[src/rtl/fifo_wr_traffic_gen.sv]
// Write-side FIFO traffic source: bursts of a wrapping pattern, gaps, stall count.
// Define PRBS_PATTERN_EN to source data from an 8-bit LFSR instead.
module fifo_wr_traffic_gen #(
    parameter int DATA_W      = 8,
    parameter int PATTERN_LEN = 64,
    parameter int BURST_LEN   = 16,
    parameter int GAP_CYCLES  = 4,
    parameter int CNT_W       = 16
) (
    input  logic              w_clk,
    input  logic              rst,
    input  logic              start,
    input  logic              abort,
    input  logic [CNT_W-1:0]  num_words,
    input  logic              full,
    output logic              w_en,
    output logic [DATA_W-1:0] d_in,
    output logic              busy,
    output logic              done,
    output logic [CNT_W-1:0]  words_sent,
    output logic [CNT_W-1:0]  stall_cnt
);

    localparam int BCNT_W = (BURST_LEN > 1) ? $clog2(BURST_LEN) : 1;
    localparam int GCNT_W = (GAP_CYCLES > 1) ? $clog2(GAP_CYCLES) : 1;

    localparam logic [BCNT_W-1:0] BCNT_LAST = BCNT_W'(BURST_LEN - 1);
    localparam logic [GCNT_W-1:0] GCNT_LOAD =
        GCNT_W'((GAP_CYCLES > 0) ? GAP_CYCLES - 1 : 0);

    typedef enum logic [1:0] {
        S_IDLE,
        S_BURST,
        S_GAP,
        S_DONE
    } state_t;

    state_t             state_q, state_d;
    logic [CNT_W-1:0]   num_q, num_d;
    logic [CNT_W-1:0]   sent_q, sent_d;
    logic [CNT_W-1:0]   stall_q, stall_d;
    logic [BCNT_W-1:0]  bcnt_q, bcnt_d;
    logic [GCNT_W-1:0]  gcnt_q, gcnt_d;

    assign words_sent = sent_q;
    assign stall_cnt  = stall_q;

    always_comb begin
        state_d = state_q;
        num_d   = num_q;
        sent_d  = sent_q;
        stall_d = stall_q;
        bcnt_d  = bcnt_q;
        gcnt_d  = gcnt_q;
        w_en    = 1'b0;
        done    = 1'b0;
        busy    = (state_q == S_BURST) || (state_q == S_GAP);

        // abort wins over start, completion and the done pulse
        if (abort) begin
            state_d = S_IDLE;
        end else begin
            unique case (1'b1)
                state_q == S_IDLE: begin
                    if (start) begin
                        if (num_words != '0) begin
                            num_d   = num_words;
                            sent_d  = '0;
                            stall_d = '0;
                            bcnt_d  = '0;
                            state_d = S_BURST;
                        end else begin
                            state_d = S_DONE;
                        end
                    end
                end
                state_q == S_BURST: begin
                    if (full) begin
                        if (stall_q != '1) begin
                            stall_d = stall_q + 1'b1;
                        end
                    end else begin
                        w_en   = 1'b1;
                        sent_d = sent_q + 1'b1;
                        bcnt_d = (bcnt_q == BCNT_LAST) ? '0 : bcnt_q + 1'b1;
                        if (sent_d == num_q) begin
                            state_d = S_DONE;
                        end else if (bcnt_q == BCNT_LAST && GAP_CYCLES > 0) begin
                            gcnt_d  = GCNT_LOAD;
                            state_d = S_GAP;
                        end
                    end
                end
                state_q == S_GAP: begin
                    if (gcnt_q == '0) begin
                        state_d = S_BURST;
                    end else begin
                        gcnt_d = gcnt_q - 1'b1;
                    end
                end
                state_q == S_DONE: begin
                    done    = 1'b1;
                    state_d = S_IDLE;
                end
            endcase
        end
    end

    always_ff @(posedge w_clk) begin
        if (rst) begin
            state_q <= S_IDLE;
            num_q   <= '0;
            sent_q  <= '0;
            stall_q <= '0;
            bcnt_q  <= '0;
            gcnt_q  <= '0;
        end else begin
            state_q <= state_d;
            num_q   <= num_d;
            sent_q  <= sent_d;
            stall_q <= stall_d;
            bcnt_q  <= bcnt_d;
            gcnt_q  <= gcnt_d;
        end
    end

`ifdef PRBS_PATTERN_EN
    // x^8+x^6+x^5+x^4+1, advanced only by accepted writes
    logic [7:0] lfsr_q;
    logic       lfsr_fb;

    assign lfsr_fb = lfsr_q[7] ^ lfsr_q[5] ^ lfsr_q[4] ^ lfsr_q[3];
    assign d_in    = DATA_W'(lfsr_q);

    always_ff @(posedge w_clk) begin
        if (rst) begin
            lfsr_q <= 8'h01;
        end else if (w_en) begin
            lfsr_q <= {lfsr_q[6:0], lfsr_fb};
        end
    end
`else
    localparam logic [DATA_W-1:0] PAT_LAST = DATA_W'(PATTERN_LEN - 1);

    logic [DATA_W-1:0] pat_q;

    assign d_in = pat_q;

    always_ff @(posedge w_clk) begin
        if (rst) begin
            pat_q <= '0;
        end else if (w_en) begin
            pat_q <= (pat_q == PAT_LAST) ? '0 : pat_q + 1'b1;
        end
    end
`endif

endmodule

[config.mk]
export PLATFORM = sky130hd
export DESIGN_NAME = fifo_wr_traffic_gen
export DESIGN_NICKNAME = d
export VERILOG_FILES = /design/src/rtl/fifo_wr_traffic_gen.sv
export SDC_FILE = /design/constraint.sdc
export NUM_CORES = 1
export LEC_CHECK = 0
export ABC_AREA = 1
export CORE_ASPECT_RATIO = 0.8
export CORE_MARGIN = 4
export CORE_UTILIZATION = 25
export CTS_BUF_LIST = sky130_fd_sc_hd__clkbuf_16
export DETAILED_ROUTE_END_ITERATION = 12
export DONT_BUFFER_PORTS = 1
export PLACE_DENSITY = 0.4
export SYNTH_ARGS = -nofsm -noshare
export SYNTH_HDL_FRONTEND = slang
export SYNTH_SLANG_ARGS = --single-unit
[constraint.sdc]
create_clock -name w_clk -period 2.91 [get_ports w_clk]
set_clock_uncertainty 0.05 [all_clocks]
set_input_delay 0.582 -clock w_clk [delete_from_list [all_inputs] [get_ports w_clk]]
set_output_delay 0.582 -clock w_clk [all_outputs]
set_load 0.01 [all_outputs]
After elaboration in Yosys (flattened, before gate mapping)
Index checks and enable logic that the tools add are counted.

storage, ports and cells
  flip-flop bits (word level) = 64
  input port bits = 21
  output and inout bits = 43
  word-level logic and storage cells = 72

cells by class
  $add $sub $neg = 5
  equal/unequal tests = 17
  muxes and demuxes = 30
  bitwise logic cells = 1
  reduce and logical (&&, ||, !) cells = 12

operators by type and width
  cell                     count
  $mux W16                 5
  $pmux W16 S2             2
  $add A16 B1 Y16 const B  2
  $mux W2                  10
  $eq A16 B16 Y1           1
  $mux W4                  4
  $ne A16 B16 Y1 const B   1
  $reduce_bool A16 Y1      1
  $reduce_and A6 Y1        2
  $ne A2 B2 Y1 const B     5
  $add A8 B1 Y8 const B    1
  $eq A8 B6 Y1 const B     1
  $mux W8                  1
  $ne A2 B1 Y1 const B     4
  $pmux W2 S4              1
  $pmux W4 S2              1
  $reduce_and A4 Y1        2
  $mux W1                  5
  $reduce_and A5 Y1        1
  $add A4 B1 Y4 const B    1
  $eq A2 B2 Y1 const B     2
  $eq A4 B4 Y1 const B     1
  $logic_not A2 Y1         2
  $pmux W2 S2              1
  7 further kinds          8

Longest topological paths before layout
  depth after elaboration = 5
  gate-level depth with buffers = 18
  gate-level depth less buffers = 18

Worst setup path before layout
OpenSTA, ideal clock, no wires.

  path type = reg-to-reg
  start = reg sent_q[0], in the netlist words_sent[0]
  end = reg gcnt_q[0]
  arrival = 1.815 ns
  required time = 2.742 ns
  slack = 0.927 ns
  cell stages (with the launch flop) = 17
  clock period less this slack = 1.983 ns
  cells stage by stage = dfxtp_1 -> ha_1 -> nand2_1 -> nor2_4 -> nand2_1 -> nand3_1 -> nand2_1 -> nor2_1 -> nand2_1 -> nor2_1 -> nand2_1 -> nor2_1 -> nand3_1 -> nand2_1 -> inv_2 -> o21ai_2 -> nor2_1

between the ends
  cells in the longest elaborated chain, start to end = 4

RTL lines
  item                         line  source
  start, declared              40    logic [CNT_W-1:0] sent_q, sent_d;
  start signal, assigned       120   sent_q <= sent_d;
  $add A16 B1 Y16              84    sent_d = sent_q + 1'b1;
  $eq A16 B16 Y1               86    if (sent_d == num_q) begin
  $ne A2 B2 Y1 (no line)       -
  $reduce_and A6 Y1 (no line)  -
  end signal, assigned         123   gcnt_q <= gcnt_d;
  end, declared                43    logic [GCNT_W-1:0] gcnt_q, gcnt_d;

Every way passes these cells.
A chain may end at the register's enable or synchronous reset.

Worst setup path in the final report
  start = reg sent_q[2], in the netlist words_sent[2]
  end = reg gcnt_q[0]

The elaborated chain is that of the path after synthesis.

==> results.toml <==
[run_status]
status = "finished, final reports clean"

[clocking]
tritoncts = "built"
clock_sinks = 64
cts_resized = 0
h-tree-depth = 3
root_buffer = "clkbuf_16"
cts_setup_buffers = 0
cts-buffers-inserted = 9
cts_max_path_buffers = 2
clkTransAtPathRegs_ns = 0.05
worstSkewPairLatency_ns = 0.34
cts_hold_buf = 0

[flow_run]
cap_violations = 0

[sta]
relSlewSlack_pct = 54.3
hold_viol = 0
setup_viol_count_final = 0
max_freq_ghz = 0.416
rsz0062_at_grt = "false"
tns_ns = 0
hold_ws_ns = 0.259
finalCritPeriodShare_pct = 82.6
report.final.slew_viol_count = 0
fin_crit_ns = 2.40
worst_pin_slew_ns = 0.680
setup_slack_ns = 0.507

[synthesis]
synth_xor_area_share_pct = 3.22
ys_ff_latch = 64
async_reset_ff_share_pct = 0
synth_edf_count = 0
synth_compound_area_share_pct = 14.8
synthesis.area_um2 = 3810
yosys-top-cells-area = "dfxtp_1, nand2_1, nand3_1, a21oi_1, inv_1"
synth_flop_cell = "dfxtp_1"
synthCells = 594
synthSimpleGateAreaFrac_pct = 35.9
synth.top_cell.area_share_pct = 33.6
synth_common_cells = "nand2_1, inv_1, nand3_1"
syn-num-nets = 625
yosys.area.top_type = "dfxtp_1"
ys_warn_count = 0
synth.mux.area_fraction_pct = 0
ys_seq_area_share_pct = 33.6
synth_top_family_by_area = "simple AND/OR/NAND/NOR gates"
synth_cell_types = 36
yosysMostFrequentCell = "nand2_1"
synth-adder-area-share_pct = 3.28
syn_avg_cell_area_um2 = 6.42

[pwr]
ir_worst_vdd_uv = 289
p_leak_nw = 1.61
report.power.total_mw = 2.20
power_density_nw_per_um2 = 505

[layout]
area_delta_synth_final_pct = 14.0
insertedDiodeCount = 0
nets = 634
utilization_pct = 29.1
fillers = 1646
fin_cells = 795
drive_gt1_share_pct = 6.93
final_area_um2 = 4350

[floorplan]
fp.dieW_um = 146
initial_core_util_pct = 25.5
die_h_um = 118
dieArea_um2 = 17300
rows = 40
core_um2 = 15000
ios = 64

[worst_setup_path]
critPathLaunchType = "register"
path_class = "register to register"
cp.required_ns = 3.09
cp-end-kind = "register"
worstPathMaxFanout = 6
critPathArrivalTime_ns = 2.59

[global_routing]
grt_pass1_vias = 3535
grt_pass1_wl_um = 20100
grt_max_degree = 33
grt_antenna_before_repair = 0
overflow = 0
grt.total_usage_pct = 14.9

[routing]
finalWirelength_um = 12700
dr.first_iter.drc_count = 252
viasPerCell = 4.81
route.detailed.drc = 0
vias = 3822
ant_nets = 0
drtPass1Iterations = 5
routedWlPerCell_um = 15.9

[min_path]
hp-class = "primary input to register"

[place]
place_hpwl_um = 9440
gp_congestion = 0.802
io_buffers = 0
placed_area_um2 = 4110
dp_worst_setup_slack_ns = 0.184
dp_cells = 781
==> routing by layer <==
| metal | share of wire, % | GRT usage, % |
|---|---|---|
| met1 | 49 | 20.2 |
| met2 | 40 | 20.8 |
| met3 | 7.2 | 5.60 |
| met4 | 3.1 | 7.29 |
| met5 | 0 | 0 |
==> cell usage in the layout, fill, tap and decap left out, types with 2 or more instances in the layout <==
master and count:
inv_1 75, a21oi_1 55, nand2_1 139, nand3_1 66
nor2_4 5, nor4_1 5, or2_2 2, nor2_2 3
o211ai_1 2, a31oi_1 3, inv_2 2, nand2_2 4
ha_1 10, clkbuf_16 9, xnor2_1 3, nor2_1 60
nor3_1 10, o21ai_0 36, dfxtp_1 64, buf_4 14
xor2_1 11, clkinv_1 3, nand4_1 11
==> critical path, stage by stage (launching register included) <==
cell and delay (ns):
dfxtp_1 0.54, nand3_1 0.22, nor2_2 0.27, nand2_1 0.08, nand3_1 0.18, nand3_1 0.10, nor2_1 0.20, nand2_1 0.10
nor2_1 0.11, nand3_1 0.11, nand2_1 0.14, inv_2 0.05, o21ai_2 0.10, nor2_1 0.04
==> power by group <==
| part | internal (mW) | switching, mW |
|---|---|---|
| clock | 0.551 | 0.394 |
| sequential | 0.914 | 0.0436 |
| combinational | 0.0948 | 0.200 |
| total | 1.56 | 0.637 |
==> cell families (layout without fill, tap and decap cells) <==
logic type / count (synthesis) / after routing
simple gates: 309 / 309
xor+xnor: 14 / 14
compound gates: 105 / 105
fa+ha+maj: 10 / 10
flops: 64 / 64
buf+inv: 92 / 104
==> state kept, by name, indices dropped and copies added, names as in the netlist <==
register,count
words_sent,16
d_in,8
state_q,2
gcnt_q,2
stall_cnt,16
bcnt_q,4
num_q,16
==> worst paths after layout <==
kind                                                 start                endpoint  slack (ns)  cells after the start
worst min register to register      num_q[15]$_SDFFE_PP0P_  num_q[15]$_SDFFE_PP0P_        0.42                      2
worst min-delay path                                   rst    d_in[2]$_SDFFE_PP0P_        0.26                      1
worst max-delay path            words_sent[2]$_SDFFE_PP0P_  gcnt_q[0]$_SDFFE_PP0P_        0.51                     13
worst max register to register  words_sent[2]$_SDFFE_PP0P_  gcnt_q[0]$_SDFFE_PP0P_        0.51                     13
==> final cells by class <==
cell class	count	area, um2	area share, %
clock buffer	9	225	5.18
clock inverter	5	18.8	0.432
sequential	64	1280	29.5
timing repair buffer	15	125	2.88
tap	189	236	5.44
multi-input combinational	438	2180	50.1
inverter	75	282	6.47
Power figures use the tool's default switching activity.
==> RTL change 1, RTL diff (same settings) <==
Register the output `stall_cnt` once more, without a reset; this adds one clock of latency there. The other outputs are not delayed to match.
--- a/src/rtl/fifo_wr_traffic_gen.sv
+++ b/src/rtl/fifo_wr_traffic_gen.sv
@@ -45,3 +45,5 @@
     assign words_sent = sent_q;
-    assign stall_cnt  = stall_q;
+    always_ff @(posedge w_clk) begin
+        stall_cnt <= stall_q;
+    end
 
Check against the original RTL: not equivalent (Yosys sat finds a counterexample within 4 cycles, from zero or initial values and one cycle with rst high).
==> RTL change 1 against the unedited design <==
Area after synthesis increased by 6.7%. Fmax is 1.9% higher. Die area grew 6.3%. Global-route usage is 1.5 points lower. Routed wire length down 6.8%. Sequential cell count rose by 16. Final area is 6.0% higher. Power is 18% higher. Combinational power shrank 8.1%. Worst setup slack improved by 0.045 ns. Clock power rose by 19%. Sequential share of layout area rose by 5.3 points. Critical endpoint is now stall_q[3].
==> RTL change 1: results (changes against the unedited design) <==
| Metric | Value |
|---|---|
| Run status | `complete, no violations` |
| Lkg Pwr | `1.78 nW (+10%)` |
| Netlist cell types | `34 (-5.6%)` |
| R2R depth | `9 (-4)` |
| Primary FF master, synth | `dfxtp_1` |
| Clock Tree Root | `clkbuf_16` |
| Sequential-to-total area share from yosys stat | `39.4% (+5.8 points)` |
| Clock Path Buffers | `2 (unchanged)` |
| Worst hold path class | `input pin to register` |
| R2r setup slk | `0.55 ns (+0.05 ns)` |
| Syn Nets | `608 (-2.7%)` |
| Synth warnings | `0 (unchanged)` |
| CTS buffer count | `9 (unchanged)` |
| Final setup TNS | `0 ns (unchanged)` |
| Setup Buffers After CTS | `0 (unchanged)` |
| CTS resizes | `0 (unchanged)` |
| H-tree levels | `3 (unchanged)` |
| Seq power | `1.19 mW (+24%)` |
| Reg-to-reg critical path startpoint | `stall_q[0]` |
| Buffers added on ports | `0 (unchanged)` |
| First-pass GRT wire length | `18,900 um (-5.9%)` |
| Combinational fraction of design power | `10.5% (-2.9 points)` |
| Met2 wire len | `4700 um (-7.7%)` |
| Hold EP | `d_in[6]` |
| Worst hold path depth | `1 (unchanged)` |
| Filler cells | `1,710 (+3.9%)` |
| Layout cells sized above 1 | `8.55% (+1.6 points)` |
| Clock slew at reported path FFs | `0.07 ns (+0.02 ns)` |
| Post-synth top cells | `nand2_1 (117), dfxtp_1 (80), inv_1 (69)` |
| Peak VDD IR | `0.271 mV (-6.2%)` |
| Largest net degree at the start of global routing | `33 (unchanged)` |
| Internal | `1.82 mW (+17%)` |
| Worst flop-to-flop path endpoint | `stall_q[3]` |
| Crit path DAT | `2.59 ns (about the same)` |
| Vias in the first global route | `3,596 (+1.7%)` |
| Post-Route WL | `11,800 um (-6.8%)` |
| Post-DP HPWL | `8990 um (-4.8%)` |
| Largest cells by area after synthesis | `dfxtp_1 (39%), nand2_1 (11%), nand3_1 (7.1%)` |
| Initial antenna violation count | `0 (unchanged)` |
| Hold path startpoint | `rst` |
| Vias post-DR | `3,787 (-0.92%)` |
| Slew @ Worst Pin | `0.631 ns (-0.0489 ns)` |
| N_diodes | `0 (unchanged)` |
| DR pass1 iterations | `4 (-1)` |
| Max Used Layer | `met4` |
| GP Congestion | `0.815 (+1.6%)` |
| WL met3 | `955 um (+4.7%)` |
| GR Util All Layers | `13.4% (-1.5 points)` |
| Clk_lat worst skew | `0.35 ns` |
| Met1 WL | `6020 um (-3.9%)` |
| 1st-iter DRT viols | `207 (-18%)` |
| Fraction of registers with async set/reset | `0% (unchanged)` |
| Max FO, Critical Path | `9 (+3)` |
## RTL change 1: worst max-delay path by stage
stage,endpoint,start,depth (start not counted)
after floorplan,d_in[7],state_q[1],13
after global placement,stall_q[9],num_words[14],11
after detailed placement,stall_q[9],num_words[14],11
after CTS,stall_q[3],stall_q[0],9
after global routing,stall_q[9],stall_q[0],9
final,stall_q[3],stall_q[0],9
## RTL change 1: stage by stage
stage / cells / hold WS [ns] / instance area [um^2] / worst slack (ns) / power (mW)
after floorplan: 577 / 0.301 / 4070 / 0.886 / 1.41
after global placement: 784 / 0.312 / 4320 / 0.498 / 1.49
after detailed placement: 784 / 0.311 / 4320 / 0.454 / 1.49
after CTS: 800 / 0.236 / 4610 / 0.528 / 2.62
after global routing: 800 / 0.229 / 4610 / 0.254 / 2.71
final: 800 / 0.256 / 4610 / 0.552 / 2.58
## RTL change 1: metal layers
metal  global-route usage (%)  vias to the layer above
met5                        0                        -
met4                     3.34                        0
met3                     5.91                       16
met2                     18.5                      103
met1                     19.1                     1714
li1                         -                     1954
## RTL change 1: cells by family after synthesis
kind of cell / share of synthesized area, %
adder cells (fa/ha/maj): 3.08
AND/OR/NAND/NOR: 32.9
AO/OA/AOI/OAI: 15.1
XOR/XNOR: 1.08
buffers and inverters: 8.46
flip-flops: 39.4
## RTL change 1: area by class of cell
type                            instances  area share (%)
Timing Repair Buffer                    8            1.30
Clock buffer                            9            4.88
Tap cell                              215            5.83
Inverter                               72            5.86
Multi-Input combinational cell        409            46.0
Clock inverter                          7            1.36
Sequential cell                        80            34.7
## RTL change 1: critical path, cell delays in order (launching register included)
cell	delay [ns]
dfxtp_1	0.44
ha_1	0.21
nand2_1	0.07
nor3_1	0.45
a31oi_1	0.17
nand2_2	0.22
o21ai_2	0.14
inv_1	0.28
o21ai_0	0.14
a21oi_1	0.12
==> RTL change 2, RTL diff (config.mk and constraints unchanged) <==
Without the edit above. Set the parameter `DATA_W` to 10 (it was 8).
--- a/src/rtl/fifo_wr_traffic_gen.sv
+++ b/src/rtl/fifo_wr_traffic_gen.sv
@@ -3,3 +3,3 @@
 module fifo_wr_traffic_gen #(
-    parameter int DATA_W      = 8,
+    parameter int DATA_W      = 10,
     parameter int PATTERN_LEN = 64,
Ports: changed (resized d_in); port bits go from 64 to 66. The function was not compared with the original's and may differ.
==> RTL change 2 against the unedited design <==
Routed wire length fell by 4.2%. Final area rose by 5.4%. Worst setup slack got worse by 0.12 ns. Combinational power up 11%. Sequential share of layout area decreased by 0.62 points. Power is 8.1% higher. Cell count grew 4.8%. Fmax fell by 4.7%. Largest power group is now clock. Area after synthesis is 5.4% higher. Sequential cell count up 2. Core utilization barely moved. Critical path depth fell by 4. Synthesized cell count rose by 2.4%.
==> RTL change 2: results (changes against the unedited design) <==
| Metric | Value |
|---|---|
| Relative slew margins | `46.2% (-8.1 points)` |
| Grt met3 use | `5.56% (-0.032 points)` |
| Final critical-path setup slack | `0.389 ns (-0.118 ns)` |
| Clock-cell share of area | `5.95% (+0.34 points)` |
| Peak VDD IR | `0.252 mV (-13%)` |
| Family with the most delay on the worst path | `compound AO/OA/AOI/OAI gates` |
| Worst flop-to-flop path endpoint | `stall_cnt[3]` |
| Sequential-to-total area share from yosys stat | `32.9% (-0.72 points)` |
| Run status | `complete, no violations` |
| Dpl ws | `0.430 ns (+0.245 ns)` |
| Dpl cell area | `0.00431 mm^2 (+5.0%)` |
| WL met3 | `965 um (+5.8%)` |
| Post-synthesis compound-gate area fraction | `16.1% (+1.3 points)` |
| Min Hold Slack | `0.266 ns (+0.00755 ns)` |
| Signal buffers share of area | `1.97% (-0.91 points)` |
| Largest cells by area after synthesis | `dfxtp_1 (33%), nand2_1 (12%), a21oi_1 (7.6%)` |
| Non-CTS buffers | `12 (-3)` |
| Worst path max stage delay | `0.68 ns (+0.14 ns)` |
| Area grow syn2layout | `14.0% (about the same)` |
| Register area | `0.00132 mm^2 (+3.1%)` |
| Max FO, Critical Path | `22 (+16)` |
| Vias in the first global route | `3,694 (+4.5%)` |
| 1st-iter DRT viols | `243 (-3.6%)` |
| Hold EP | `num_q[1]` |
| First-pass GRT wire length | `19,800 um (-1.3%)` |
| Comb_multi_in | `450 (+2.7%)` |
| Placed insts | `819 (+4.9%)` |
| Post-Route WL | `12,100 um (-4.2%)` |
| Vias post-DR | `3,843 (+0.55%)` |
| GR Util All Layers | `14.2% (-0.77 points)` |
| R2R depth | `9 (-4)` |
| Netlist cell types | `41 (+14%)` |
| Post-synth top cells | `nand2_1 (131), inv_1 (72), dfxtp_1 (66)` |
| Lkg Pwr | `1.77 nW (+9.6%)` |
| Multi-input logic area | `0.00234 mm^2 (+7.5%)` |
| Post-DP HPWL | `9230 um (-2.2%)` |
| GR Layer Usage met2 | `20.7% (-0.12 points)` |
| Finished Layout Cells | `833 (+4.8%)` |
| Synth Cell Area | `0.00402 mm^2 (+5.4%)` |
## RTL change 2: cell count changes after synthesis, moves of 4 or more
cell,delta
nand2_1,-8
nand3_1,-8
a21oi_1,+6
nor2_1,+5
o21ai_0,+5
nor3_2,+4
## RTL change 2: power by group through the flow
| stage | combinational, mW | clock (mW) | sequential, mW |
|---|---|---|---|
| after detailed placement | 0.328 | 0 | 1.03 |
| after floorplan | 0.247 | 0 | 1.01 |
| after CTS | 0.330 | 1.08 | 1.01 |
| after global placement | 0.327 | 0 | 1.03 |
| after global routing | 0.380 | 1.13 | 1.02 |
| final | 0.327 | 1.04 | 1.01 |
## RTL change 2: how the worst max path moves through the flow
stage                   from      endpoint  depth (start not counted)
2_1_floorplan     state_q[1]       d_in[9]                         14
3_3_place_gp   num_words[10]  stall_cnt[5]                          9
3_5_place_dp      state_q[1]  stall_cnt[2]                          9
4_1_cts           state_q[0]  stall_cnt[2]                          8
5_1_grt           state_q[1]  stall_cnt[5]                         10
6_report          state_q[1]  stall_cnt[3]                          9
